[src/rtl/quadrature_decoder_pkg.sv]
// quadrature_decoder_pkg: shared state encodings, direction constants, CW successor helper.
// Rev 1.0
`default_nettype none

package quadrature_decoder_pkg;

    typedef enum logic [1:0] {
        S00 = 2'b00,
        S01 = 2'b01,
        S11 = 2'b11,
        S10 = 2'b10
    } qstate_e;

    localparam logic CW  = 1'b1;
    localparam logic CCW = 1'b0;

    localparam int CNT_W = 8;

    // Successor of s when turning clockwise: 00 -> 01 -> 11 -> 10 -> 00.
    function automatic logic [1:0] cw_next(input logic [1:0] s);
        logic [1:0] n;
        case (s)
            S00:     n = S01;
            S01:     n = S11;
            S11:     n = S10;
            default: n = S00;
        endcase
        return n;
    endfunction

endpackage

`default_nettype wire

[src/rtl/quadrature_decoder_debounce_filter.sv]
// debounce_filter: accepts a synchronized level once it has differed from the filtered value for DEBOUNCE_CYCLES cycles.
// Rev 1.0
`default_nettype none

module debounce_filter
    import quadrature_decoder_pkg::*;
#(
    parameter int DEBOUNCE_CYCLES = 4
) (
    input  logic clk_i,
    input  logic rst_ni,
    input  logic sync_i,
    output logic filt_o
);

    localparam logic [CNT_W-1:0] C_LAST = CNT_W'(DEBOUNCE_CYCLES - 1);

    logic [CNT_W-1:0] cnt_q, cnt_d;
    logic             filt_q, filt_d;

    always_comb begin
        cnt_d  = '0;
        filt_d = filt_q;
        if (sync_i != filt_q) begin
            if (cnt_q == C_LAST) begin
                filt_d = sync_i;
            end else begin
                cnt_d = cnt_q + CNT_W'(1);
            end
        end
    end

    always_ff @(posedge clk_i or negedge rst_ni) begin
        if (!rst_ni) begin
            cnt_q  <= '0;
            filt_q <= 1'b0;
        end else begin
            cnt_q  <= cnt_d;
            filt_q <= filt_d;
        end
    end

    assign filt_o = filt_q;

endmodule

`default_nettype wire

[src/rtl/quadrature_decoder.sv]
// quadrature_decoder: synchronizes and debounces A/B, decodes x4 steps, counts detents.
// Rev 1.0
`default_nettype none

module quadrature_decoder
    import quadrature_decoder_pkg::*;
#(
    parameter int DEBOUNCE_CYCLES = 4,
    parameter int POS_WIDTH       = 8
) (
    input  logic                 Clk,
    input  logic                 Reset_N,
    input  logic                 A,
    input  logic                 B,
    output logic                 Step,
    output logic                 Dir,
    output logic                 Detent,
    output logic [POS_WIDTH-1:0] Position,
    output logic                 Error
);

    logic [1:0] meta_q, sync_q;
    logic [1:0] filt_w;
    logic [1:0] prev_q, prev_d;
    logic       armed_q, armed_d;
    logic       step_q, step_d;
    logic       dir_q, dir_d;
    logic       detent_q, detent_d;
    logic       error_q, error_d;
    logic [POS_WIDTH-1:0] pos_q, pos_d;

    always_ff @(posedge Clk or negedge Reset_N) begin
        if (!Reset_N) begin
            meta_q <= 2'b00;
            sync_q <= 2'b00;
        end else begin
            meta_q <= {A, B};
            sync_q <= meta_q;
        end
    end

    debounce_filter #(.DEBOUNCE_CYCLES(DEBOUNCE_CYCLES)) u_filt_a (
        .clk_i  (Clk),
        .rst_ni (Reset_N),
        .sync_i (sync_q[1]),
        .filt_o (filt_w[1])
    );

    debounce_filter #(.DEBOUNCE_CYCLES(DEBOUNCE_CYCLES)) u_filt_b (
        .clk_i  (Clk),
        .rst_ni (Reset_N),
        .sync_i (sync_q[0]),
        .filt_o (filt_w[0])
    );

    always_comb begin
        prev_d   = prev_q;
        armed_d  = armed_q;
        step_d   = 1'b0;
        detent_d = 1'b0;
        error_d  = 1'b0;
        dir_d    = dir_q;
        pos_d    = pos_q;
        if (filt_w != prev_q) begin
            prev_d = filt_w;
            if (!armed_q) begin
                // First accepted state after reset is only a reference point.
                armed_d = 1'b1;
            end else if (filt_w == ~prev_q) begin
                error_d = 1'b1;
            end else begin
                step_d = 1'b1;
                dir_d  = (filt_w == cw_next(prev_q)) ? CW : CCW;
                if (filt_w == S00) begin
                    detent_d = 1'b1;
                    pos_d    = (dir_d == CW) ? pos_q + POS_WIDTH'(1) : pos_q - POS_WIDTH'(1);
                end
            end
        end
    end

    always_ff @(posedge Clk or negedge Reset_N) begin
        if (!Reset_N) begin
            prev_q   <= S00;
            armed_q  <= 1'b0;
            step_q   <= 1'b0;
            dir_q    <= 1'b0;
            detent_q <= 1'b0;
            error_q  <= 1'b0;
            pos_q    <= '0;
        end else begin
            prev_q   <= prev_d;
            armed_q  <= armed_d;
            step_q   <= step_d;
            dir_q    <= dir_d;
            detent_q <= detent_d;
            error_q  <= error_d;
            pos_q    <= pos_d;
        end
    end

    assign Step     = step_q;
    assign Dir      = dir_q;
    assign Detent   = detent_q;
    assign Error    = error_q;
    assign Position = pos_q;

endmodule

`default_nettype wire

[config.mk]
export PLATFORM = sky130hd
export DESIGN_NAME = quadrature_decoder
export DESIGN_NICKNAME = d
export VERILOG_FILES = /design/src/rtl/quadrature_decoder_pkg.sv /design/src/rtl/quadrature_decoder_debounce_filter.sv /design/src/rtl/quadrature_decoder.sv
export SDC_FILE = /design/constraint.sdc
export NUM_CORES = 1
export LEC_CHECK = 0
export ABC_AREA = 1
export CAP_MARGIN = 10
export CORE_ASPECT_RATIO = 0.8
export CORE_MARGIN = 2
export CORE_UTILIZATION = 45
export DETAILED_ROUTE_END_ITERATION = 6
export GPL_TIMING_DRIVEN = 1
export SYNTH_ARGS = -nofsm -noshare
export SYNTH_HDL_FRONTEND = slang
export SYNTH_SLANG_ARGS = --single-unit
[constraint.sdc]
create_clock -name Clk -period 3.6 [get_ports Clk]
set_input_delay 0.72 -clock Clk [delete_from_list [all_inputs] [get_ports Clk]]
set_output_delay 0.72 -clock Clk [all_outputs]
set_load 0.01 [all_outputs]
==> results of run 1 <==
[critical path, stage by stage, from the launching register on]
cell,delay [ns]
dfrtp_1,0.45
inv_2,0.08
nand2_1,0.07
nand2_1,0.04
nor2_1,0.12
inv_1,0.18
ha_1,0.38
or2_2,0.31
nand3_1,0.11
nand2_1,0.06
nand2_1,0.08
nand3_1,0.07
nand2_1,0.06
nand2_1,0.04
[cell type report]
cell class                      count  area (µm²)
Clock buffer                        6        82.6
Clock inverter                      2        37.5
Fill cell                         408        1890
Inverter                           25        98.8
Multi-Input combinational cell    151         845
Sequential cell                    37         926
Tap cell                           57        71.3
Timing Repair Buffer               15         145
[synth_stat cells (2+ instances only)]
cell	instances
o21ai_0	2
nor2_1	30
ha_1	8
dfrtp_1	37
nand2_4	2
nand2_1	49
inv_1	22
nand3_1	12
nand4_1	12
xnor2_1	4
xor2_1	7
a21oi_1	6
or2_2	2
nor3_1	4
o21ai_2	3
inv_2	2
nand2_2	3
[metal layers]
layer / global-route usage / up-vias / routed length, µm / part of all wire
met5: 0 / - / 0 / 0
met2: 0.214 / 16 / 1260 / 0.38
met3: 0.0434 / 4 / 109 / 0.033
li1: - / 734 / - / -
met1: 0.236 / 631 / 1870 / 0.57
met4: 0.0701 / 0 / 36 / 0.011
[sequential cells by signal (all words and copies together), names as in the netlist]
name,count
u_filt_a.filt_o,1
u_filt_b.filt_o,1
prev_q,2
meta_q,2
Step,1
Position,8
Detent,1
Dir,1
u_filt_a.cnt_q,8
sync_q,2
Error,1
armed_q,1
u_filt_b.cnt_q,8
[worst max-delay path by stage]
stage	endpoint	cells past startpoint	slack [ns]	from
2_1_floorplan	Position[7]	13	1.66	u_filt_b.filt_o
4_1_cts	Position[7]	13	1.46	u_filt_b.filt_o
5_1_grt	Position[6]	12	1.17	u_filt_b.filt_o
6_report	Position[7]	13	1.45	u_filt_b.filt_o
3_5_place_dp	Position[7]	13	1.47	u_filt_b.filt_o
3_3_place_gp	Position[7]	13	1.51	u_filt_a.filt_o
[cell usage in the layout, fill, tap and decap left out]
cell type	synthesis	routed
a21oi_1	6	6
buf_2	1	1
bufinv_16	0	1
clkbuf_8	0	6
clkdlybuf4s50_1	0	14
clkinvlp_4	0	1
dfrtp_1	37	37
fa_1	1	1
ha_1	8	8
inv_1	22	22
inv_2	2	2
inv_6	1	1
nand2_1	49	49
nand2_2	3	3
nand2_4	2	2
nand3_1	12	12
nand3b_1	1	1
nand4_1	12	12
nor2_1	30	30
nor2_2	1	1
nor2_8	1	1
nor3_1	4	4
nor3b_1	1	1
o211ai_1	1	1
o21a_1	1	1
o21ai_0	2	2
o21ai_2	3	3
or2_2	2	2
xnor2_1	4	4
xor2_1	7	7
[kinds of logic (layout without fill, tap and decap cells)]
kind of cell | count (synthesis) | in the layout | share of synthesized area
AO/OA/AOI/OAI | 13 | 13 | 0.0432
adder cells (fa/ha/maj) | 9 | 9 | 0.0638
buffers and inverters | 27 | 48 | 0.0598
flip-flops | 37 | 37 | 0.492
XOR/XNOR | 11 | 11 | 0.0512
AND/OR/NAND/NOR | 118 | 118 | 0.290
[per-stage QoR]
step                worst slack, ns  std cells  hold WS, ns  cell area, µm²  utilization
finish                         1.45        293        0.357            2210        0.538
global route                   1.17        293        0.371            2210        0.538
CTS                            1.46        293        0.362            2210        0.538
detailed placement             1.47        285        0.343            2090        0.509
global placement               1.51        285        0.333            2090        0.509
floorplan                      1.66        215        0.331            1880            -
[power breakdown]
part / switching, mW / leakage (nW) / internal, mW
Sequential: 0.112 / 0.468 / 0.534
Clock: 0.148 / 0.0574 / 0.225
Combinational: 0.709 / 0.529 / 0.511
==> out/qor.yml, run 1 <==
status: "completed"
area_growth_pct: 17.1
num_vias: 1385
clock_sinks: 37
cts_root_buf: "clkbuf_8"
min_path_type: "reg -> reg"
tritoncts: "built"
end_kind: "flip-flop"
fin_skew_ns: 0.00621
initial_utilization: 0.459
total_power_mw: 2.24
arrival_ns: 2.33
fin_crit_ns: 2.15
antenna_found_initial: 0
ant_nets: 0
yosysSeqAreaShare: 0.492
critical_path_required_ns: 3.78
grt_start_max_net_pins: 38
first_global_vias: 1236
maxCapViolations: 0
row_count: 21
via_per_inst: 4.73
synth_cells: 215
gp_congestion: 0.821
holdPathEnd: "sync_q[1]"
tightestPinTransition_ns: 0.803
overflow: 0
syn_area_per_cell_um2: 8.76
r2r_end: "Position[7]"
finalCritPeriodShare: 0.597
die_w_um: 76.3
post_cts_resize_count: 0
synth_seq_cells: 37
numCtsBuffers: 5
fin_nets: 248
drtIter0Drc: 74
power.density_nw_per_um2: 1020
fp.dieH_um: 61.9
clk_path_buf_depth: 2
grt_pass1_wl_mm: 5.69
p_leak_nw: 1.05
wirelength_mm: 3.28
post_drt_wl_per_cell_um: 11.2
synth_nets: 228
floorplan.core_area_um2: 4100
drive_gt1_frac: 0.102
port-buffer-count: 15
firstDrtPassIters: 4
hpwl_mm: 2.43
ir_drop_v: 0.000698
ys.flop_type: "dfrtp_1"
path_max_fanout: 9
cts_setup_buffers: 0
reg2reg_from: "u_filt_b.filt_o"
setup_tns_ns: 0
synth.distinct_cells: 27
max_freq_mhz: 465
clk_pin_slew_ns: 0.08
setup_viol: 0
n_antenna_cell: 0
r2r_cells: 13
rrSetupSlack_ns: 1.45
synth_area_leaders: "dfrtp_1 49%, nand2_1 9.8%, nor2_1 6.0%, ha_1 5.3%, inv_1 4.4%"
synth_warnings: 0
drc: 0
path_class: "reg -> reg"
ios: 16
min_from: "meta_q[1]"
synth.largest_area_cell: "dfrtp_1"
min_path_cells: 0
yosysTopAreaCellShare: 0.492
cts_max_level: 2
maxSlewViolCount: 0
die_area_um2: 4720
synth_edf_count: 0
grt_setup_unrepaired: "false"
track_usage: 0.158
synth_area_um2: 1880
max_slew_margin: 0.465
clkLatencyLatePin_ns: 0.29
hold_viol_final: 0
postCtsHoldBufs: 0
synthArstFlopShare: 1.00
cp-start-kind: "flip-flop"
Power figures use the tool's default switching activity.
==> inputs of run 2 (changes only) <==
Settings changed: PLACE_DENSITY set to 0.67.
Clock period 3.6 ns to 1.85 ns, I/O delays scaled along.
==> run 2 against run 1 <==
  * Core utilization increased by 5.3 points
  * Global-route usage rose by 1.0 points
  * Critical path depth decreased by 1
  * Highest routed layer unchanged
  * Via count up 7.7%
  * Flip-flop and latch count stayed put
  * Largest power group unchanged
  * Final cell count increased by 6.1%
  * Largest cell class is now multi-input gates
==> out/qor.yml, run 2 (synthesis gave the netlist of run 1 again) <==
status: "completed"
maxSlewViolCount: 0
critical_path_required_ns: 2.04
overflow: 0
n_antenna_cell: 0
antenna_found_initial: 0
critPathMostFrequentCell: "nand2_1"
track_usage: 0.168
grt_setup_unrepaired: "true"
hpwl_mm: 2.48
row_count: 21
area_growth_pct: 28.8
pre_cts_ws_ns: -0.00901
die_w_um: 76.3
drive_gt1_frac: 0.244
hold_viol_final: 0
drtIter0Drc: 60
path_class: "reg -> reg"
die_area_um2: 4720
cts_root_buf: "clkbuf_8"
ir_drop_v: 0.000758
clk_path_buf_depth: 2
initial_utilization: 0.459
mostFrequentLayoutCell: "nand2_1"
grt_start_max_net_pins: 22
grt_pass1_wl_mm: 6.13
end_kind: "flip-flop"
fin_nets: 266
floorplan.core_area_um2: 4100
cts_max_level: 2
finalWorstSetupSlack_ns: 0.0343
ant_nets: 0
max_freq_mhz: 551
setup_viol: 0
gp_congestion: 0.818
clkLatencyLatePin_ns: 0.29
placed_cell_area_um2: 2210
postLayoutCellArea_um2: 2420
finalCritPeriodShare: 0.981
arrival_ns: 2.00
fp.dieH_um: 61.9
path_max_fanout: 8
setup_tns_ns: 0
via_per_inst: 4.80
max_slew_margin: 0.687
cp-start-kind: "flip-flop"
port-buffer-count: 15
tritoncts: "built"
numCtsBuffers: 5
r2r_cells: 12
power.density_nw_per_um2: 2110
firstDrtPassIters: 4
ios: 16
min_path_type: "in -> async"
drc: 0
num_vias: 1492
fin_skew_ns: 0.00462
maxCapViolations: 0
wirelength_mm: 3.47
crit_chain: "nand2_1 > nand2_2 > nor2_4 > clkinv_4 > ha_4 > nand2_1 > nor2_2 > nand3_2 > nand3_1 > nand3_1 > nand2_1 > nand2_1"
cpPeakStageDelay_ns: 0.40
total_power_mw: 5.11
tightestPinTransition_ns: 0.470
clock_sinks: 37
p_leak_nw: 1.13
post_drt_wl_per_cell_um: 11.2
layout_common_cells: "43 x nand2_1, 37 x dfrtp_1, 28 x nor2_1"
clk_pin_slew_ns: 0.08
first_global_vias: 1404
fin_crit_ns: 1.82
critPathSlowestCell: "dfrtp_1"
run 2: cell types whose count changed in the layout (fill, tap and decap cells not counted), sizes merged:
cell / before / now
buf: 1 / 19
bufinv: 1 / 0
clkbuf: 6 / 5
clkinv: 0 / 3
inv: 25 / 24
run 2: final timing paths:
check / start / endpoint / slack (ns)
max in group asynchronous: Reset_N / Position[0] / 1.32
worst min-delay path: Reset_N / u_filt_b.cnt_q[6] / 0.03
worst min register to register: meta_q[0] / sync_q[0] / 0.35
worst max-delay path: u_filt_b.filt_o / Position[7] / 0.03
worst max register to register: u_filt_b.filt_o / Position[7] / 0.03
min in group Clk: meta_q[0] / sync_q[0] / 0.35
run 2: critical path: cells and delay by family, from the launching register on:
family | cells | cell delay, ns
and+or+nand+nor | 10 | 0.85
DFF | 1 | 0.40
adders and majority gates | 1 | 0.32
buffers and inverters | 1 | 0.14
run 2: per-layer routing:
metal | wire length [µm] | GRT usage | vias to the layer above
met5 | 0 | 0 | -
met1 | 1730 | 0.218 | 700
met3 | 108 | 0.0390 | 7
met4 | 58 | 0.0701 | 0
met2 | 1580 | 0.282 | 21
li1 | - | - | 764
run 2: what timing repair did:
item	CTS	global route
endpoints found under the setup margin	2	5
hold buffers	0	0
pin swaps	1	3
buffers inserted	2	2
gates cloned	0	0
resized for setup	7	16
endpoints found under the hold margin	0	0
run 2: area by class of cell:
class                   instances  area (µm²)
well taps                      57        71.3
fillers                       379        1670
repair buffers                 33         280
multi-input cells             151         957
clock inverters                 3        17.5
inverters                      25         104
flip-flops and latches         37         926
clock buffers                   5        68.8
run 2: power by group:
group	switching, mW	internal [mW]
clock	0.287	0.260
combinational	1.68	1.62
sequential	0.216	1.04
run 2: metrics by stage:
| stage | util | hold WS, ns | cells |
|---|---|---|---|
| 2_1_floorplan | - | 0.0744 | 215 |
| 3_3_place_gp | 0.538 | 0.333 | 299 |
| 3_5_place_dp | 0.538 | 0.337 | 299 |
| 4_1_cts | 0.578 | 0.0449 | 309 |
| 5_1_grt | 0.592 | 0.0664 | 311 |
| 6_report | 0.592 | 0.0278 | 311 |
